===== config.mk =====
export PLATFORM = sky130hd
export DESIGN_NAME = sr_latch_driver
export DESIGN_NICKNAME = d
export VERILOG_FILES = /design/src/rtl/sr_latch_driver.sv
export SDC_FILE = /design/constraint.sdc
export NUM_CORES = 1
export LEC_CHECK = 0
export ABC_AREA = 0
export BUFFER_PORTS_ARGS = -buffer_cell sky130_fd_sc_hd__buf_2
export CAP_MARGIN = 0
export CORE_UTILIZATION = 40
export CTS_CLUSTER_SIZE = 16
export DETAILED_ROUTE_END_ITERATION = 8
export REMOVE_ABC_BUFFERS = 1
export SETUP_SLACK_MARGIN = 0.15
export SKIP_LAST_GASP = 1
export SYNTH_ARGS = -nofsm -noshare
export SYNTH_HDL_FRONTEND = slang
export SYNTH_SLANG_ARGS = --single-unit

===== constraint.sdc =====
create_clock -name clk -period 1.9 [get_ports clk]
set_clock_uncertainty 0.1 [all_clocks]
set_input_delay 0.095 -clock clk [delete_from_list [all_inputs] [get_ports clk]]
set_output_delay 0.095 -clock clk [all_outputs]
set_load 0.03 [all_outputs]

===== src/rtl/sr_latch_driver.sv =====
// Write controller for an external SR latch: pulses s or r, then settles, verifies and retries.
// Define SR_LATCH_DRIVER_STATS_EN to enable the saturating pulse_cnt counter.
module sr_latch_driver #(
    parameter int PULSE_W   = 2,
    parameter int SETTLE_W  = 1,
    parameter int MAX_RETRY = 2
) (
    input  logic        clk,
    input  logic        rst,
    input  logic        req_valid,
    input  logic        req_value,
    input  logic        q_fb,
    output logic        s,
    output logic        r,
    output logic        busy,
    output logic        ack,
    output logic        err,
    output logic [15:0] pulse_cnt
);

    localparam int TW = $clog2(256);
    localparam int RW = $clog2(16);

    localparam logic [TW-1:0] PULSE_LAST  = TW'(PULSE_W - 1);
    localparam logic [TW-1:0] SETTLE_LAST =
        TW'((SETTLE_W > 0) ? SETTLE_W - 1 : 0);
    localparam logic [RW-1:0] RETRY_MAX   = RW'(MAX_RETRY);

    typedef enum logic [1:0] {
        IDLE,
        PULSE,
        SETTLE,
        CHECK
    } state_t;

    state_t        state_q, state_d;
    logic [TW-1:0] timer_q, timer_d;
    logic [RW-1:0] retry_q, retry_d;
    logic          value_q, value_d;
    logic          s_q, s_d;
    logic          r_q, r_d;
    logic          busy_q, busy_d;
    logic          ack_q, ack_d;
    logic          err_q, err_d;

    always_comb begin
        state_d = state_q;
        timer_d = timer_q;
        retry_d = retry_q;
        value_d = value_q;
        s_d     = s_q;
        r_d     = r_q;
        busy_d  = busy_q;
        ack_d   = 1'b0;
        err_d   = 1'b0;

        unique case (state_q)
            IDLE: begin
                if (req_valid) begin
                    if (q_fb == req_value) begin
                        ack_d = 1'b1;
                    end else begin
                        value_d = req_value;
                        state_d = PULSE;
                        busy_d  = 1'b1;
                        s_d     = req_value;
                        r_d     = ~req_value;
                        timer_d = '0;
                        retry_d = '0;
                    end
                end
            end
            PULSE: begin
                if (timer_q == PULSE_LAST) begin
                    s_d     = 1'b0;
                    r_d     = 1'b0;
                    timer_d = '0;
                    state_d = (SETTLE_W > 0) ? SETTLE : CHECK;
                end else begin
                    timer_d = timer_q + 1'b1;
                end
            end
            SETTLE: begin
                if (timer_q == SETTLE_LAST) begin
                    timer_d = '0;
                    state_d = CHECK;
                end else begin
                    timer_d = timer_q + 1'b1;
                end
            end
            CHECK: begin
                if (q_fb == value_q) begin
                    ack_d   = 1'b1;
                    busy_d  = 1'b0;
                    state_d = IDLE;
                end else if (retry_q < RETRY_MAX) begin
                    // Same polarity as the original request, regardless of req_value now.
                    retry_d = retry_q + 1'b1;
                    state_d = PULSE;
                    s_d     = value_q;
                    r_d     = ~value_q;
                    timer_d = '0;
                end else begin
                    ack_d   = 1'b1;
                    err_d   = 1'b1;
                    busy_d  = 1'b0;
                    state_d = IDLE;
                end
            end
            default: begin
                state_d = IDLE;
                s_d     = 1'b0;
                r_d     = 1'b0;
                busy_d  = 1'b0;
            end
        endcase
    end

    always_ff @(posedge clk or posedge rst) begin
        if (rst) begin
            state_q <= IDLE;
            timer_q <= '0;
            retry_q <= '0;
            value_q <= 1'b0;
            s_q     <= 1'b0;
            r_q     <= 1'b0;
            busy_q  <= 1'b0;
            ack_q   <= 1'b0;
            err_q   <= 1'b0;
        end else begin
            state_q <= state_d;
            timer_q <= timer_d;
            retry_q <= retry_d;
            value_q <= value_d;
            s_q     <= s_d;
            r_q     <= r_d;
            busy_q  <= busy_d;
            ack_q   <= ack_d;
            err_q   <= err_d;
        end
    end

    assign s    = s_q;
    assign r    = r_q;
    assign busy = busy_q;
    assign ack  = ack_q;
    assign err  = err_q;

`ifdef SR_LATCH_DRIVER_STATS_EN
    logic        pulse_inc;
    logic [15:0] pulse_cnt_q, pulse_cnt_d;

    // Every PULSE entry comes from IDLE or CHECK, so count transitions into it.
    assign pulse_inc = (state_q != PULSE) && (state_d == PULSE);

    always_comb begin
        pulse_cnt_d = pulse_cnt_q;
        if (pulse_inc && (pulse_cnt_q != 16'hFFFF)) begin
            pulse_cnt_d = pulse_cnt_q + 16'd1;
        end
    end

    always_ff @(posedge clk or posedge rst) begin
        if (rst) begin
            pulse_cnt_q <= 16'h0000;
        end else begin
            pulse_cnt_q <= pulse_cnt_d;
        end
    end

    assign pulse_cnt = pulse_cnt_q;
`else
    assign pulse_cnt = 16'h0000;
`endif

endmodule


== After elaboration in Yosys (flattened, before gate mapping) ==
Cells that the tools add are included.

* Input bits: 5
* Register bits after elaboration: 20
* Output and inout bits: 21
* Logic and storage cells: 80

* Add/subtract/negate cells: 2
* Mux-type cells: 42
* $lt $le $gt $ge: 1
* Bitwise logic cells: 3
* Equal/unequal tests: 13
* Reductions and logical operators: 10

{| class="wikitable"
|+ Operator list
! operator !! count
|-
| 8-bit 2-to-1 mux || 6
|-
| 8-bit case mux with 4 select lines || 1
|-
| 1-bit 2-to-1 mux || 21
|-
| 4-bit 2-to-1 mux || 4
|-
| 2-bit inequality test (second input constant) || 6
|-
| 4-bit AND reduction || 3
|-
| 8-bit by 1-bit adder with 8-bit output (second input constant) || 1
|-
| 8-bit by 1-bit equality test with 1-bit output (second input constant) || 1
|-
| 8-bit zero test || 1
|-
| 2-bit 2-to-1 mux || 4
|-
| 2-bit case mux with 4 select lines || 1
|-
| 4-bit case mux with 2 select lines || 1
|-
| 1-bit case mux with 3 select lines || 2
|-
| 6-bit AND reduction || 1
|-
| 5-bit AND reduction || 1
|-
| 4-bit by 1-bit adder with 4-bit output (second input constant) || 1
|-
| 2-bit equality test (second input constant) || 2
|-
| 4-bit by 2-bit < comparator with 1-bit output (second input constant) || 1
|-
| 1-bit case mux with 2 select lines || 2
|-
| 3-bit inequality test (second input constant) || 1
|-
| 1-bit NOT || 3
|-
| 3-bit AND reduction || 1
|-
| 3-bit nonzero test || 1
|-
| 1-bit equality test || 2
|-
| other kinds (3) || 3
|}

== Logic depth before layout (Yosys ltp) ==
Gate-level depths: netlist of the first run.

* Depth after elaboration: 4
* Gate-level depth with buffers: 7
* Gate-level depth less buffers: 7

== Least setup slack after synthesis of the first run ==
No wires, ideal clock.

* Path kind: register to register
* Start point: register state_q[1]
* End point: register timer_q[3]
* Data arrival time: 1618 ps
* Buffers on the path: 0
* Path slack: 87 ps
* Cell stages (with the launch flop): 7
* Path through: dfrtp_1 > inv_1 > ha_1 > a21boi_0 > o31ai_4 > or2_4 > o31ai_1

* Cells in the longest elaborated chain, start to end: 3

{| class="wikitable"
|+ RTL lines
! what !! RTL line !! source
|-
| from (decl) || 36 || <nowiki>state_t state_q, state_d;</nowiki>
|-
| from (signal assigned) || 131 || <nowiki>state_q <= state_d;</nowiki>
|-
| 2-bit equality test or 2-bit zero test (tied branches) || 57 || <nowiki>unique case (state_q)</nowiki>
|-
| 2-bit inequality test (no source line) || -- ||
|-
| 4-bit AND reduction (no source line) || -- ||
|-
| to (signal assigned) || 132 || <nowiki>timer_q <= timer_d;</nowiki>
|-
| to (decl) || 37 || <nowiki>logic [TW-1:0] timer_q, timer_d;</nowiki>
|}

Several ways; a longest one is shown, not always the timed one.
A chain may end at the register's enable or synchronous reset.

== Worst setup path in the final report of the first run ==
* Start point: register state_q[0]
* End point: register timer_q[2]

Same word-level chain as after synthesis.

==> results of run 1 <==
==> sequential cells by signal (all words and copies together), names as in the netlist <==
register	flops
retry_q	4
r	1
timer_q	8
value_q	1
s	1
ack	1
state_q	2
err	1
busy	1
==> layout by cell type (no fill, tap or decap), types with 2 or more instances in the layout <==
| cell | netlist | final |
|---|---|---|
| nand3_1 | 8 | 8 |
| conb_1 | 1 | 16 |
| a21boi_2 | 0 | 2 |
| inv_1 | 9 | 7 |
| o21bai_1 | 2 | 2 |
| dfrtp_1 | 20 | 18 |
| o31ai_4 | 1 | 2 |
| nand2_1 | 12 | 11 |
| buf_2 | 1 | 10 |
| buf_4 | 16 | 23 |
| a21oi_1 | 6 | 4 |
| nor2_1 | 9 | 7 |
| nand2b_1 | 3 | 2 |
| a2bb2oi_2 | 0 | 2 |
| inv_2 | 0 | 2 |
| o21ai_0 | 5 | 4 |
| nor2_2 | 1 | 3 |
| ha_4 | 0 | 4 |
| a22o_1 | 2 | 2 |
| dlygate4sd3_1 | 0 | 3 |
| buf_6 | 0 | 4 |
| ha_1 | 9 | 5 |
| clkbuf_4 | 0 | 3 |
| dfrtp_2 | 0 | 2 |
| mux2_4 | 0 | 2 |
==> critical path, stage by stage, from the launching register on <==
cell	delay [ns]
dfrtp_2	0.43
inv_2	0.07
ha_4	0.16
a21boi_2	0.15
buf_4	0.14
o31ai_4	0.26
buf_2	0.21
nor2_1	0.06
a22o_1	0.21
==> synth_stat cells, types with 3 or more instances <==
master / number
a21oi_1: 6
a2bb2oi_1: 3
buf_4: 16
dfrtp_1: 20
ha_1: 9
inv_1: 9
mux2_2: 3
nand2_1: 12
nand2b_1: 3
nand3_1: 8
nor2_1: 9
o21ai_0: 5
o31ai_1: 3
==> metrics by stage <==
stage | instance area, um2 | total power, mW
6_report | 1800 | 2.64
5_1_grt | 1800 | 2.81
4_1_cts | 1710 | 2.42
3_5_place_dp | 1510 | 1.90
3_3_place_gp | 1510 | 1.85
2_1_floorplan | 1240 | 1.42
==> what timing repair did <==
action / in CTS / in global routing
pin swaps: 4 / 9
resized for setup: 24 / 18
setup buffers: 4 / 0
setup endpoints to repair: 14 / 16
hold endpoints to repair: 22 / 0
cloned: 0 / 1
hold buffers: 3 / 0
==> layer usage <==
layer | GRT usage [%] | wire (um) | up-vias
li1 | - | - | 542
met1 | 19.8 | 1260 | 533
met2 | 30.5 | 1550 | 27
met3 | 3.28 | 98 | 8
met4 | 10.5 | 69 | 0
met5 | 0 | 0 | -
==> where the power goes <==
part           leakage (nW)  total (mW)  internal [mW]  switching [mW]
clock                0.0210       0.255          0.117           0.138
sequential            0.264       0.618          0.532          0.0865
combinational         0.562        1.77          0.891           0.878
==> cell type report <==
type                            instances  share of cell area (%)
Sequential cell                        20                    28.0
Timing Repair Buffer                   40                    16.6
Inverter                                9                    1.88
Tap cell                               44                    3.06
Multi-Input combinational cell        108                    48.5
Clock buffer                            4                    2.02
==> kinds of logic after synthesis <==
group | Yosys count | synth area share (%)
other | 1 | 0.286
DFF | 20 | 38.2
buffers and inverters | 27 | 12.4
AOI/OAI and AO/OA | 32 | 18.1
and+or+nand+nor | 45 | 17.8
adders and majority gates | 9 | 8.60
muxes | 4 | 3.34
xor gates and xnor gates | 2 | 1.34
==> worst min-delay path by stage <==
stage / start / end / slack (ns) / cells after the start
floorplan: rst / ack$_DFF_PP0_ / -0.04 / 1
global placement: rst / retry_q[0]$_DFFE_PP0P_ / 0.18 / 2
detailed placement: rst / retry_q[0]$_DFFE_PP0P_ / 0.18 / 2
CTS: q_fb / err$_DFF_PP0_ / 0.05 / 4
global route: q_fb / value_q$_DFFE_PP0P_ / 0.09 / 4
finish: q_fb / err$_DFF_PP0_ / 0.05 / 4
==> results.sh, run 1 <==
export IMPL_overflow=0
export IMPL_grt_antenna_before_repair=0
export IMPL_timing_slew_headroom_pct=47.1
export IMPL_ys_types=44
export IMPL_max_freq_mhz=530
export IMPL_period_share_pct=99.2
export IMPL_slew_violations=0
export IMPL_clkTransAtPathRegs_ns=0.12
export IMPL_stdcell_count=225
export IMPL_dp_final_hpwl_um=2010
export IMPL_wirelength_um=2980
export IMPL_r2r_slack_ns=0.01
export IMPL_yosysWarnings=0
export IMPL_n_antenna_cell=0
export IMPL_whs_ns=0.0454
export IMPL_synth_top_flop_cell="dfrtp_1"
export IMPL_fin_util_pct=58.5
export IMPL_seq_area_um2=503
export IMPL_rsz0062_at_grt="true"
export IMPL_rows=20
export IMPL_worst_endpoint_arrival_ns=1.99
export IMPL_cts_num_sinks=20
export IMPL_route_antenna_remaining_nets=0
export IMPL_place_congestion=0.822
export IMPL_clock_latency_ns=0.31
export IMPL_vias=1110
export IMPL_avgSynthCellArea_um2=9.36
export IMPL_synthCells=140
export IMPL_vias_per_cell=4.93
export IMPL_grt_pass1_wl_um=4500
export IMPL_hold_violations=0
export IMPL_clockRootBuffer="clkbuf_4"
export IMPL_powerDensity_mw_per_mm2=1470
export IMPL_startpoint_type="flop"
export IMPL_cts_tree="yes"
export IMPL_drc=0
export IMPL_reg2reg_depth=8
export IMPL_multi_input_area_um2=873
export IMPL_cp_max_fo=4
export IMPL_start_util_pct=42.6
export IMPL_place_ws_ns=-0.103
export IMPL_setup_viol=0
export IMPL_drtIter0Drc=24
export IMPL_irDropWorstVdd_mv=0.569
export IMPL_cp_required_ns=2.01
export IMPL_worstHoldPathType="in2reg"
export IMPL_die_h_um=59.2
export IMPL_first_pass_iters=4
export IMPL_yosys_area_top_type="dfrtp_1"
export IMPL_critPathCapture="timer_q[2]$_DFFE_PP0P_"
export IMPL_n_fill_cell=267
export IMPL_drv_cap=0
export IMPL_r2r_start="state_q[0]$_DFFE_PP0P_"
export IMPL_path_class="reg2reg"
export IMPL_grt_pass1_vias=1053
export IMPL_endpoint_kind="flop"
export IMPL_synth_area_leaders="dfrtp_1, buf_4, ha_1"
export IMPL_fin_tns_setup_ns=0
export IMPL_wire_per_inst_um=13.3
export IMPL_die_w_um=59.2
export IMPL_worst_slew_pin_slew_ns=0.793
export IMPL_fin_ws_ns=0.0148
export IMPL_core_area_mm2=0.00308
export IMPL_port_buffers=9
export IMPL_final_layout_size_suffix_gt1_share_pct=41.4
export IMPL_grt_max_degree=21
export IMPL_crit_start="state_q[0]$_DFFE_PP0P_"
export IMPL_grt_use_total_pct=17.6
export IMPL_r2r_end="timer_q[2]$_DFFE_PP0P_"
export IMPL_status="complete, no violations"
export IMPL_die_area_mm2=0.00351
export IMPL_synth_top_area_share_pct=38.2
export IMPL_synth_seq_cells=20
export IMPL_nNetsFinal=196
export IMPL_post_place_cells=213
export IMPL_htree_levels=1
export IMPL_clockBufferDepth=2
export IMPL_async_reset_ff_share_pct=100
export IMPL_syn_area_mm2=0.00131
export IMPL_synth_edf_count=0
export IMPL_syn_to_final_growth_pct=37.3
export IMPL_yosysSeqAreaShare_pct=38.2
export IMPL_pin_count=26
export IMPL_p_leak_nw=0.847
export IMPL_min_period_ns=1.89
export IMPL_cts_inserted_buffers=3
(Power assumes the default switching activity.)
==> inputs of run 2 (changes only) <==
--- a/config.mk
+++ b/config.mk
@@ -8,9 +8,10 @@
 export ABC_AREA = 0
 export BUFFER_PORTS_ARGS = -buffer_cell sky130_fd_sc_hd__buf_2
 export CAP_MARGIN = 0
-export CORE_UTILIZATION = 40
+export CORE_UTILIZATION = 49
 export CTS_CLUSTER_SIZE = 16
 export DETAILED_ROUTE_END_ITERATION = 8
+export PLACE_DENSITY = 0.75
 export REMOVE_ABC_BUFFERS = 1
 export SETUP_SLACK_MARGIN = 0.15
 export SKIP_LAST_GASP = 1
==> results.sh, run 2 (synthesis gave the netlist of run 1 again) <==
export IMPL_status="complete, no violations"
export IMPL_min_period_ns=1.86
export IMPL_cp_slowest_cell="dfrtp_1"
export IMPL_worst_slew_pin_slew_ns=0.766
export IMPL_cts_inserted_buffers=3
export IMPL_overflow=0
export IMPL_first_pass_iters=4
export IMPL_n_fill_cell=184
export IMPL_cp_max_fo=9
export IMPL_post_place_cells=197
export IMPL_clock_latency_ns=0.32
export IMPL_clockRootBuffer="clkbuf_4"
export IMPL_largest_register_ffs=8
export IMPL_met1_length_um=1270
export IMPL_grt_antenna_before_repair=0
export IMPL_rows=18
export IMPL_place_congestion=0.874
export IMPL_final_layout_size_suffix_gt1_share_pct=37.7
export IMPL_vias_per_cell=5.20
export IMPL_routed_wl_met2_um=1650
export IMPL_powerDensity_mw_per_mm2=1560
export IMPL_holdPathEnd="value_q$_DFFE_PP0P_"
export IMPL_clkTransAtPathRegs_ns=0.13
export IMPL_period_share_pct=97.9
export IMPL_dp_final_hpwl_um=2030
export IMPL_worstHoldPathType="in2reg"
export IMPL_hold_violations=0
export IMPL_grt_pass1_vias=1071
export IMPL_final_cell_mix="buf_4, dfrtp_1, conb_1"
export IMPL_worst_endpoint_arrival_ns=1.96
export IMPL_final_common_cell="buf_4"
export IMPL_max_freq_mhz=537
export IMPL_whs_ns=0.0821
export IMPL_r2r_end="timer_q[5]$_DFFE_PP0P_"
export IMPL_top_regs="timer_q: 8 flops, retry_q: 4 flops, state_q: 2 flops"
export IMPL_max_stage_delay_ns=0.43
export IMPL_place_ws_ns=-0.0811
export IMPL_setup_viol=0
export IMPL_n_antenna_cell=0
export IMPL_reg2reg_depth=8
export IMPL_cp_top_family="compound AO/OA/AOI/OAI gates"
export IMPL_start_util_pct=52.4
export IMPL_power_mw=2.75
export IMPL_startpoint_type="flop"
export IMPL_min_path_cells=4
export IMPL_grt_pass1_wl_um=4680
export IMPL_cp_required_ns=2.00
export IMPL_r2r_start="state_q[1]$_DFFE_PP0P_"
export IMPL_vias=1107
export IMPL_p_leak_nw=0.861
export IMPL_cpMostUsedCell="buf_4"
export IMPL_path_class="reg2reg"
export IMPL_irDropWorstVdd_mv=1.16
export IMPL_timing_slew_headroom_pct=48.8
export IMPL_port_buffers=9
export IMPL_grt_max_degree=21
export IMPL_drc=0
export IMPL_drtIter0Drc=17
export IMPL_top_register="timer_q"
export IMPL_fin_tns_setup_ns=0
export IMPL_htree_levels=1
export IMPL_hp_start="q_fb"
export IMPL_die_area_mm2=0.00288
export IMPL_met3_length_um=120
export IMPL_worst_path_buf_inv=3
export IMPL_rsz0062_at_grt="true"
export IMPL_fin_ws_ns=0.0395
export IMPL_grt_use_total_pct=22.9
export IMPL_slew_violations=0
export IMPL_die_h_um=53.7
export IMPL_stdcell_count=213
export IMPL_route_antenna_remaining_nets=0
export IMPL_drv_cap=0
export IMPL_pin_count=26
export IMPL_wirelength_um=3050
export IMPL_endpoint_kind="flop"
export IMPL_die_w_um=53.7
export IMPL_crit_chain="buf_4, ha_4, a21boi_2, buf_4, o31ai_4, buf_6, nor2_2, a211o_1"
export IMPL_syn_to_final_growth_pct=35.1
export IMPL_cts_num_sinks=20
export IMPL_cts_tree="yes"
export IMPL_r2r_slack_ns=0.04
export IMPL_wire_per_inst_um=14.3
export IMPL_core_area_mm2=0.00250
export IMPL_clockBufferDepth=2
export IMPL_nNetsFinal=198
export IMPL_top_layer="met4"
run 2: cell types whose count changed in the layout (fill, tap and decap cells not counted), sizes merged:
cell	before	now
buf	37	39
bufinv	0	1
clkbuf	4	3
run 2: routing by layer:
| metal | vias to the layer above | track usage (%) |
|---|---|---|
| li1 | 543 | - |
| met1 | 527 | 24.7 |
| met2 | 33 | 43.4 |
| met3 | 4 | 5.37 |
| met4 | 0 | 6.58 |
| met5 | - | 0 |
run 2: layout make-up:
class	instances	area, um2	share of cell area (%)
multi-input combinational	108	822	46.4
clock buffer	3	22.5	1.27
tap	30	37.5	2.12
timing repair buffer	42	324	18.3
clock inverter	1	30.0	1.70
inverter	9	33.8	1.91
sequential	20	500	28.3
run 2: how the worst max path moves through the flow:
| stage | cells after the start | to | from |
|---|---|---|---|
| after detailed placement | 7 | r$_DFFE_PP0P_ | state_q[0]$_DFFE_PP0P_ |
| final | 8 | timer_q[5]$_DFFE_PP0P_ | state_q[1]$_DFFE_PP0P_ |
| after global routing | 8 | timer_q[5]$_DFFE_PP0P_ | state_q[1]$_DFFE_PP0P_ |
| after global placement | 5 | r$_DFFE_PP0P_ | timer_q[2]$_DFFE_PP0P_ |
| after floorplan | 6 | timer_q[3]$_DFFE_PP0P_ | state_q[1]$_DFFE_PP0P_ |
| after CTS | 8 | timer_q[3]$_DFFE_PP0P_ | state_q[0]$_DFFE_PP0P_ |
run 2: stage by stage:
step / util, % / cell area [um2]
after floorplan: - / 1240
after global placement: 59.1 / 1480
after detailed placement: 59.1 / 1480
after CTS: 68.2 / 1710
after global routing: 70.8 / 1770
final: 70.8 / 1770
run 2: power breakdown:
group          switching, mW  total, mW  leakage (nW)  internal, mW
sequential            0.0754      0.603         0.266         0.527
combinational          0.871       1.79         0.566         0.922
clock                  0.144      0.358        0.0279         0.213
run 2: what timing repair did:
action,4_1_cts,5_1_grt
buffers inserted,8,1
hold buffers,3,0
gates resized for setup,19,11
pin swaps,6,2
setup endpoints to repair,15,15
hold endpoints to repair,22,0
run 2: worst reg2reg max path: stages, from the launching register on:
cell	delay, ns
dfrtp_1	0.43
buf_4	0.16
ha_4	0.16
a21boi_2	0.15
buf_4	0.14
o31ai_4	0.17
buf_6	0.17
nor2_2	0.05
a211o_1	0.25
